$ cat src/rtl/midi_voice_alloc.sv
// midi_voice_alloc - polyphonic voice allocator fed by a MIDI receiver.
//
// Takes the 3-byte message presented when busy_reading falls, decodes
// Note On / Note Off on one channel and keeps per-voice gate, note and
// velocity. A one-deep pending buffer absorbs a message that arrives while
// the previous one is still being allocated.
//
// Optional feature macro: MIDI_VOICE_STEAL_EN (when defined, a note-on with
// no matching and no free voice steals the oldest voice; otherwise it is
// dropped and counted).
//
// Ports:
//   clock         system clock
//   clr_n         asynchronous active-low reset
//   busy_reading  receiver busy flag (asynchronous, synchronised here)
//   midi_bytes    {status, data1 (note), data2 (velocity)}
//   voice_gate    per-voice sounding flag
//   voice_trig    per-voice one-cycle (re)start pulse
//   voice_note    7-bit note per voice, voice i at [7i+6:7i]
//   voice_vel     7-bit velocity per voice, voice i at [7i+6:7i]
//   drop_count    saturating count of lost messages
module midi_voice_alloc #(
  parameter int NUM_VOICES = 4,
  parameter int CHANNEL    = 0
) (
  input  logic                    clock,
  input  logic                    clr_n,
  input  logic                    busy_reading,
  input  logic [23:0]             midi_bytes,
  output logic [NUM_VOICES-1:0]   voice_gate,
  output logic [NUM_VOICES-1:0]   voice_trig,
  output logic [7*NUM_VOICES-1:0] voice_note,
  output logic [7*NUM_VOICES-1:0] voice_vel,
  output logic [7:0]              drop_count
);

  localparam int IW = (NUM_VOICES > 1) ? $clog2(NUM_VOICES) : 1;
  localparam logic [3:0] CH4 = 4'(CHANNEL);

  typedef enum logic [1:0] {S_IDLE, S_LOAD, S_SEARCH, S_APPLY} state_t;
  typedef enum logic [1:0] {K_NONE, K_ON, K_OFF} kind_t;

  state_t state, state_nx;

  logic sync1, sync2, sync_d;
  logic evt, pop, ev_drop;

  logic        pend_valid;
  logic [7:0]  pend_status;
  logic [6:0]  pend_note, pend_vel;

  kind_t       w_kind, dec_kind;
  logic [6:0]  w_note, w_vel;

  logic [IW-1:0] scan_idx, match_idx, free_idx, old_idx, tgt_idx;
  logic          match_found, free_found;

  logic [NUM_VOICES-1:0] gate_r, trig_r;
  logic [6:0]            note_r [NUM_VOICES];
  logic [6:0]            vel_r  [NUM_VOICES];
  logic [IW-1:0]         age_r  [NUM_VOICES];

  logic apply_on, apply_off, tgt_ok, apply_drop;
  logic [8:0] drop_sum;

  // Only data bits [6:0] carry meaning; the MSBs of data bytes are ignored.
  logic unused_bits;
  assign unused_bits = &{1'b0, midi_bytes[15], midi_bytes[7]};

  assign evt     = sync_d & ~sync2;
  assign pop     = (state == S_LOAD);
  assign ev_drop = evt & pend_valid & ~pop;

  always_ff @(posedge clock or negedge clr_n) begin
    if (!clr_n) begin
      sync1  <= 1'b0;
      sync2  <= 1'b0;
      sync_d <= 1'b0;
    end else begin
      sync1  <= busy_reading;
      sync2  <= sync1;
      sync_d <= sync2;
    end
  end

  always_comb begin
    dec_kind = K_NONE;
    if (pend_status == {4'h9, CH4} && pend_vel != '0)
      dec_kind = K_ON;
    else if (pend_status == {4'h8, CH4} || pend_status == {4'h9, CH4})
      dec_kind = K_OFF;
  end

  always_ff @(posedge clock or negedge clr_n) begin
    if (!clr_n) state <= S_IDLE;
    else        state <= state_nx;
  end

  always_comb begin
    state_nx = state;
    unique case (state)
      // An event in IDLE is captured on the same edge, so LOAD can follow.
      S_IDLE:   if (pend_valid || evt) state_nx = S_LOAD;
      S_LOAD:   state_nx = S_SEARCH;
      S_SEARCH: if (scan_idx == IW'(NUM_VOICES-1)) state_nx = S_APPLY;
      S_APPLY:  state_nx = S_IDLE;
      default:  state_nx = S_IDLE;
    endcase
  end

  always_comb begin
    apply_on   = (state == S_APPLY) && (w_kind == K_ON);
    apply_off  = (state == S_APPLY) && (w_kind == K_OFF);
    tgt_idx    = old_idx;
    tgt_ok     = 1'b0;
    apply_drop = 1'b0;
    if (match_found) begin
      tgt_idx = match_idx;
      tgt_ok  = 1'b1;
    end else if (free_found) begin
      tgt_idx = free_idx;
      tgt_ok  = 1'b1;
    end else begin
`ifdef MIDI_VOICE_STEAL_EN
      tgt_ok     = 1'b1;
`else
      apply_drop = apply_on;
`endif
    end
    drop_sum = {1'b0, drop_count} + 9'(ev_drop) + 9'(apply_drop);
  end

  always_ff @(posedge clock or negedge clr_n) begin
    if (!clr_n) begin
      pend_valid  <= 1'b0;
      pend_status <= '0;
      pend_note   <= '0;
      pend_vel    <= '0;
      w_kind      <= K_NONE;
      w_note      <= '0;
      w_vel       <= '0;
      scan_idx    <= '0;
      match_idx   <= '0;
      free_idx    <= '0;
      old_idx     <= '0;
      match_found <= 1'b0;
      free_found  <= 1'b0;
      gate_r      <= '0;
      trig_r      <= '0;
      drop_count  <= '0;
      for (int unsigned i = 0; i < NUM_VOICES; i++) begin
        note_r[i] <= '0;
        vel_r[i]  <= '0;
        age_r[i]  <= IW'(i);
      end
    end else begin
      // A pop frees the slot on the same edge, so a coincident event fits.
      if (evt && !ev_drop) begin
        pend_status <= midi_bytes[23:16];
        pend_note   <= midi_bytes[14:8];
        pend_vel    <= midi_bytes[6:0];
        pend_valid  <= 1'b1;
      end else if (pop) begin
        pend_valid  <= 1'b0;
      end

      drop_count <= drop_sum[8] ? 8'hFF : drop_sum[7:0];

      if (pop) begin
        w_kind      <= dec_kind;
        w_note      <= pend_note;
        w_vel       <= pend_vel;
        scan_idx    <= '0;
        match_found <= 1'b0;
        free_found  <= 1'b0;
      end else if (state == S_SEARCH) begin
        if (gate_r[scan_idx] && note_r[scan_idx] == w_note && !match_found) begin
          match_found <= 1'b1;
          match_idx   <= scan_idx;
        end
        if (!gate_r[scan_idx] && !free_found) begin
          free_found <= 1'b1;
          free_idx   <= scan_idx;
        end
        if (age_r[scan_idx] == IW'(NUM_VOICES-1)) old_idx <= scan_idx;
        scan_idx <= scan_idx + IW'(1);
      end

      trig_r <= '0;
      if (apply_on && tgt_ok) begin
        for (int unsigned i = 0; i < NUM_VOICES; i++) begin
          if (IW'(i) == tgt_idx)
            age_r[i] <= '0;
          else if (age_r[i] < age_r[tgt_idx])
            age_r[i] <= age_r[i] + IW'(1);
        end
        gate_r[tgt_idx] <= 1'b1;
        trig_r[tgt_idx] <= 1'b1;
        note_r[tgt_idx] <= w_note;
        vel_r[tgt_idx]  <= w_vel;
      end
      if (apply_off) begin
        for (int unsigned i = 0; i < NUM_VOICES; i++)
          if (gate_r[i] && note_r[i] == w_note) gate_r[i] <= 1'b0;
      end
    end
  end

  assign voice_gate = gate_r;
  assign voice_trig = trig_r;

  always_comb begin
    voice_note = '0;
    voice_vel  = '0;
    for (int unsigned i = 0; i < NUM_VOICES; i++) begin
      voice_note[7*i +: 7] = note_r[i];
      voice_vel[7*i +: 7]  = vel_r[i];
    end
  end

endmodule
$ cat config.mk
export PLATFORM = sky130hd
export DESIGN_NAME = midi_voice_alloc
export DESIGN_NICKNAME = d
export VERILOG_FILES = /design/src/rtl/midi_voice_alloc.sv
export SDC_FILE = /design/constraint.sdc
export NUM_CORES = 1
export LEC_CHECK = 0
export CORE_ASPECT_RATIO = 0.9
export CORE_MARGIN = 4
export CORE_UTILIZATION = 35
export CTS_CLUSTER_SIZE = 12
export DETAILED_ROUTE_END_ITERATION = 6
export PLACE_DENSITY = 0.67
export RECOVER_POWER = 25
export SLEW_MARGIN = 20
export SYNTH_ARGS = -nofsm -noshare
export SYNTH_HDL_FRONTEND = slang
export SYNTH_SLANG_ARGS = --single-unit
$ cat constraint.sdc
create_clock -name clock -period 3.6 [get_ports clock]
set_clock_uncertainty 0.15 [all_clocks]
set_input_delay 0.54 -clock clock [delete_from_list [all_inputs] [get_ports clock]]
set_output_delay 0.54 -clock clock [all_outputs]
set_load 0.005 [all_outputs]
# Yosys cells after proc, flatten, opt, wreduce, memory -nomap -nowiden
# Cells that the tools add are included.
op_classes:
  addsub: 7
  magnitude_cmp: 10
  n_eq_ne: 19
  n_mux: 54
  bitwise_logic: 8
  reduce_logical: 41
ops:
  columns: ["operator", "count"]
  rows:
  - ["28-bit bitwise mux", 2]
  - ["2-bit two-way mux", 20]
  - ["7-bit == test", 5]
  - ["7-bit two-way mux", 3]
  - ["1-bit two-way mux", 18]
  - ["8-bit == test (second input constant)", 2]
  - ["2-bit nonzero test", 8]
  - ["7-bit binary-select mux with 2-bit select", 1]
  - ["7-bit demux with 2-bit select", 1]
  - ["1-bit logical AND", 14]
  - ["2-bit AND reduction", 7]
  - ["4-bit two-way mux", 3]
  - ["2-bit by 1-bit adder with 2-bit output (second input constant)", 5]
  - ["2-bit == test (second input constant)", 5]
  - ["8-bit by 1-bit adder with 9-bit output", 1]
  - ["9-bit by 1-bit adder with 9-bit output", 1]
  - ["3-bit AND reduction", 3]
  - ["2-bit binary-select mux with 2-bit select", 2]
  - ["2-bit < comparator", 4]
  - ["8-bit two-way mux", 1]
  - ["2-bit one-hot mux with 4 select lines", 1]
  - ["7-bit nonzero test", 1]
  - ["3-bit greater-or-equal comparator (second input constant)", 2]
  - ["2-bit by 3-bit < comparator with 1-bit output (second input constant)", 2]
  - ["15 further kinds", 27]
word_totals:
  ff_bits: 134
  inputBits: 27
  output_inout_bits: 72
  wordCells: 171

# Depth between registers and ports, before layout
logic_depth:
  ltp_word: 10
  mapped_depth: 11
  depth_no_buf: 10

# Worst setup path before layout
# OpenSTA, ideal clock, no wires.
synth_path:
  path_type: "register -> register"
  from: "register free_found"
  to: "register age_r[5] (netlist bit)"
  setup_time_ns: 0.126
  arrival_time_ns: 2.351
  t_required_ns: 3.324
  slack_ns: 0.973
  stages_incl_launch_ff: 10
  path_buffers: 1
  period_less_slack_ns: 2.627
  cell_sequence: "dfrtp_1 > buf_2 > mux2i_1 > o21ai_2 > mux4_2 > inv_1 > ha_1 > or3_1 > a21oi_1 > o21ai_0"
synth_between:
  elab_chain_len: 9
  word_cells_on_any_way: 14
  classes_between: "order compare: 1; eq/ne: 1; mux: 8; bitwise: 1; reduce/logical: 3"
synth_lines:
  columns: ["item", "line_no", "source"]
  rows:
  - ["start: declaration", "56", "logic match_found, free_found;"]
  - ["start signal: assignment", "147", "free_found <= 1'b0;"]
  - ["start signal: assignment", "175", "free_found <= 1'b0;"]
  - ["start signal: assignment", "182", "free_found <= 1'b1;"]
  - ["2-bit two-way mux", "120", "end else if (free_found) begin"]
  - ["2-bit two-way mux", "117", "if (match_found) begin"]
  - ["2-bit inverter with 3-bit output (implied by the code)", "194", "else if (age_r[i] < age_r[tgt_idx])"]
  - ["2-bit binary-select mux with 2-bit select", "194", null]
  - ["2-bit two-way mux (implied by the code) (2 in a row)", "194", null]
  - ["2-bit < comparator", "194", null]
  - ["2-bit nonzero test (no line)", null, null]
  - ["2-bit AND reduction (no line)", null, null]
  - ["end signal: indexed assignment", "154", "age_r[i] <= IW'(i);"]
  - ["end signal: indexed assignment", "195", "age_r[i] <= age_r[i] + IW'(1);"]
  - ["end: declaration", "61", "logic [IW-1:0] age_r [NUM_VOICES];"]
# Several ways; a longest one is shown, not always the timed one. The select of a mux whose other input is x is not followed.
# A chain may end at the register's enable or synchronous reset.

# Final worst setup path
# Same ends and word-level chain as after synthesis.

==> results.yml <==
clock_tree:
  clock_latency_ps: 410
  clockRootBuffer: "clkbuf_16"
  cts_tree: "done"
  ctsResizeCount: 0
  cts_setup_buffers: 0
  clkSlewWorstSetupHoldPaths_ps: 60
  postCtsHoldBufs: 0
  htreeDepth: 4
  clock-sinks: 134
  cts_inserted_buffers: 17
  clockBufferDepth: 2
final_layout:
  fillers: 1541
  drive_gt1_share_pct: 18.0
  fin_util_pct: 46.2
  antennaDiodeCount: 0
  nNetsFinal: 587
  multi_input_area_um2: 2480
  regArea_um2: 3360
  area.growth.synth_to_final_pct: 29.5
logic_synthesis:
  syn_area_per_cell_um2: 13.5
  yosysWarnings: 0
  syn_inst: 446
  yosysMostFrequentCell: "dfrtp_1"
  netlist-cell-type-count: 52
  yosys.area.top_type_share_pct: 54.0
  synth-seq-cells: 134
  ys_top_cells_by_area: "dfrtp_1 54%, mux2_1 10%, mux2_2 8.0%"
  seq_area_frac_synth_pct: 55.8
  yosys_most_used_dff: "dfrtp_1"
  syn_nets: 485
  synth_commonest_cells: "130 x dfrtp_1, 55 x mux2_1, 43 x mux2_2, 23 x nand2_1, 20 x xnor2_1"
  synth_edf_count: 0
  synth.cell_area_um2: 6020
  synth_top_area_cell: "dfrtp_1"
  async_flop_share_pct: 100
critical_path:
  crit_required_ps: 3740
  startpoint_type: "flip-flop"
  endpoint_kind: "flip-flop"
  crit_fanout: 6
  cp.arrival_ps: 3010
  critPathKind: "reg2reg"
sta:
  period_minus_slack_ps: 2870
  whs_ps: 200
  worst_pin_slew_ps: 1960
  setup_viol: 0
  final_max_slew_viol_count: 78
  tns_ps: 0
  fmax_mhz: 349
  hold_viol: 0
  rsz0062_at_grt: "false"
  slew_headroom_pct: -31.0
  period_share_pct: 79.7
grt:
  grt_pass1_vias: 4026
  track_usage_pct: 14.3
  grt-ovfl-total: 0
  antenna_found_initial: 0
  grt_pass1_wl_um: 22000
  grt_max_degree: 78
job:
  max-cap-violations: 1
route:
  viasPerCell: 4.96
  drc: 0
  drt-pass1-iter-count: 4
  drt_iter0_drc: 199
  totalWireLength_um: 13300
  via_count: 3830
  ant_nets: 0
  drt-wirelength-per-cell_um: 17.2
power_and_ir_drop:
  p_leak_nw: 3.49
  ir_drop_mv: 0.479
  power_density_nw_per_um2: 681
floorplanning:
  die_h_um: 132
  row_count: 45
  dieArea_um2: 19400
  core_um2: 16900
  start_util_pct: 35.7
  die_w_um: 146
  io_pins: 99
min_path:
  hp-class: "reg2reg"
placed_design:
  post-dp-hpwl_um: 9300
  place.gp.congestion: 0.837
  portBuffers: 96
outcome:
  run_status: "finished with violations"
  violations: "capacitance limit, slew limit"
## worst max-delay path: stages, from the launching register on
cell,delay (ps)
dfrtp_1,450
mux2i_1,180
o21ai_2,310
mux4_2,540
inv_1,150
ha_1,260
or3_1,380
a21oi_1,220
o21ai_0,100
## metrics by stage
stage               cells  cell area, µm²  setup slack, ps  total power [mW]
floorplan             446            6020              973              3.11
CTS                   772            7810              738              5.38
detailed placement    740            7190              773              3.56
global route          772            7800              528              5.62
global placement      740            7190              838              3.49
finish                772            7800              732              5.31
## flip-flops by register name, indices dropped and copies added, names as in the netlist, 4 cells and up
| signal | flops |
|---|---|
| w_vel | 7 |
| pend_note | 7 |
| voice_trig | 4 |
| pend_status | 8 |
| drop_count | 8 |
| voice_note | 28 |
| pend_vel | 7 |
| age_r | 8 |
| voice_vel | 28 |
| w_note | 7 |
| voice_gate | 4 |
## logic make-up (layout without fill, tap and decap cells)
logic type	after synthesis	count (layout)	synth area share, %
AO/OA/AOI/OAI	44	44	4.88
XOR/XNOR	34	34	5.32
adder cells (fa/ha/maj)	12	12	2.62
buffers and inverters	39	154	3.12
flip-flops	134	134	55.8
multiplexers	109	109	21.6
AND/OR/NAND/NOR	74	74	6.71
## power breakdown
group | switching [mW] | internal, mW
registers | 0.431 | 1.84
clock network | 0.639 | 1.15
logic | 0.522 | 0.721
## final timing paths
kind | start | end | slack [ps] | depth (start not counted)
setup reg to reg | free_found | age_r[5] | 730 | 8
setup / recovery | free_found | age_r[5] | 730 | 8
max in group asynchronous | clr_n | age_r[2] | 1030 | 2
hold / removal | sync1 | sync2 | 200 | 0
min in group asynchronous | clr_n | drop_count[3] | 510 | 1
hold reg to reg | sync1 | sync2 | 200 | 0
## placed cells by master (no fill, tap or decap), types with 3 or more instances in the layout
cell type and count:
a21oi_1 10, nor2b_1 4, xnor2_1 20, buf_4 7, clkdlybuf4s50_1 94, nor3_1 4, dfstp_2 4, xor2_1 11
bufinv_16 3, clkbuf_16 17, nor2_1 6, mux2_1 55, nand3_1 8, mux2i_1 4, nand4_1 6, xnor2_2 3
dfrtp_1 130, nand2_1 23, mux4_2 7, nor4_1 4, mux2_2 43, clkbuf_1 4, ha_1 11, or4_1 3
o21a_1 4, o21ai_1 5, o21ai_0 8, inv_1 17, clkbuf_8 3
## metal layers
| metal | GRT usage, % | wire length (µm) | vias to the layer above |
|---|---|---|---|
| met5 | 0 | 0 | - |
| met3 | 4.97 | 645 | 11 |
| met1 | 18.6 | 6000 | 1948 |
| met2 | 23.1 | 6540 | 75 |
| met4 | 3.55 | 110 | 0 |
| li1 | - | - | 1796 |
## area by class of cell
type / count / share of cell area [%]
sequential: 134 / 43.1
inverter: 18 / 0.866
clock inverter: 9 / 1.80
multi-input combinational: 273 / 31.8
clock buffer: 23 / 6.13
timing repair buffer: 104 / 13.0
tap: 211 / 3.38
Power figures use the tool's default switching activity.
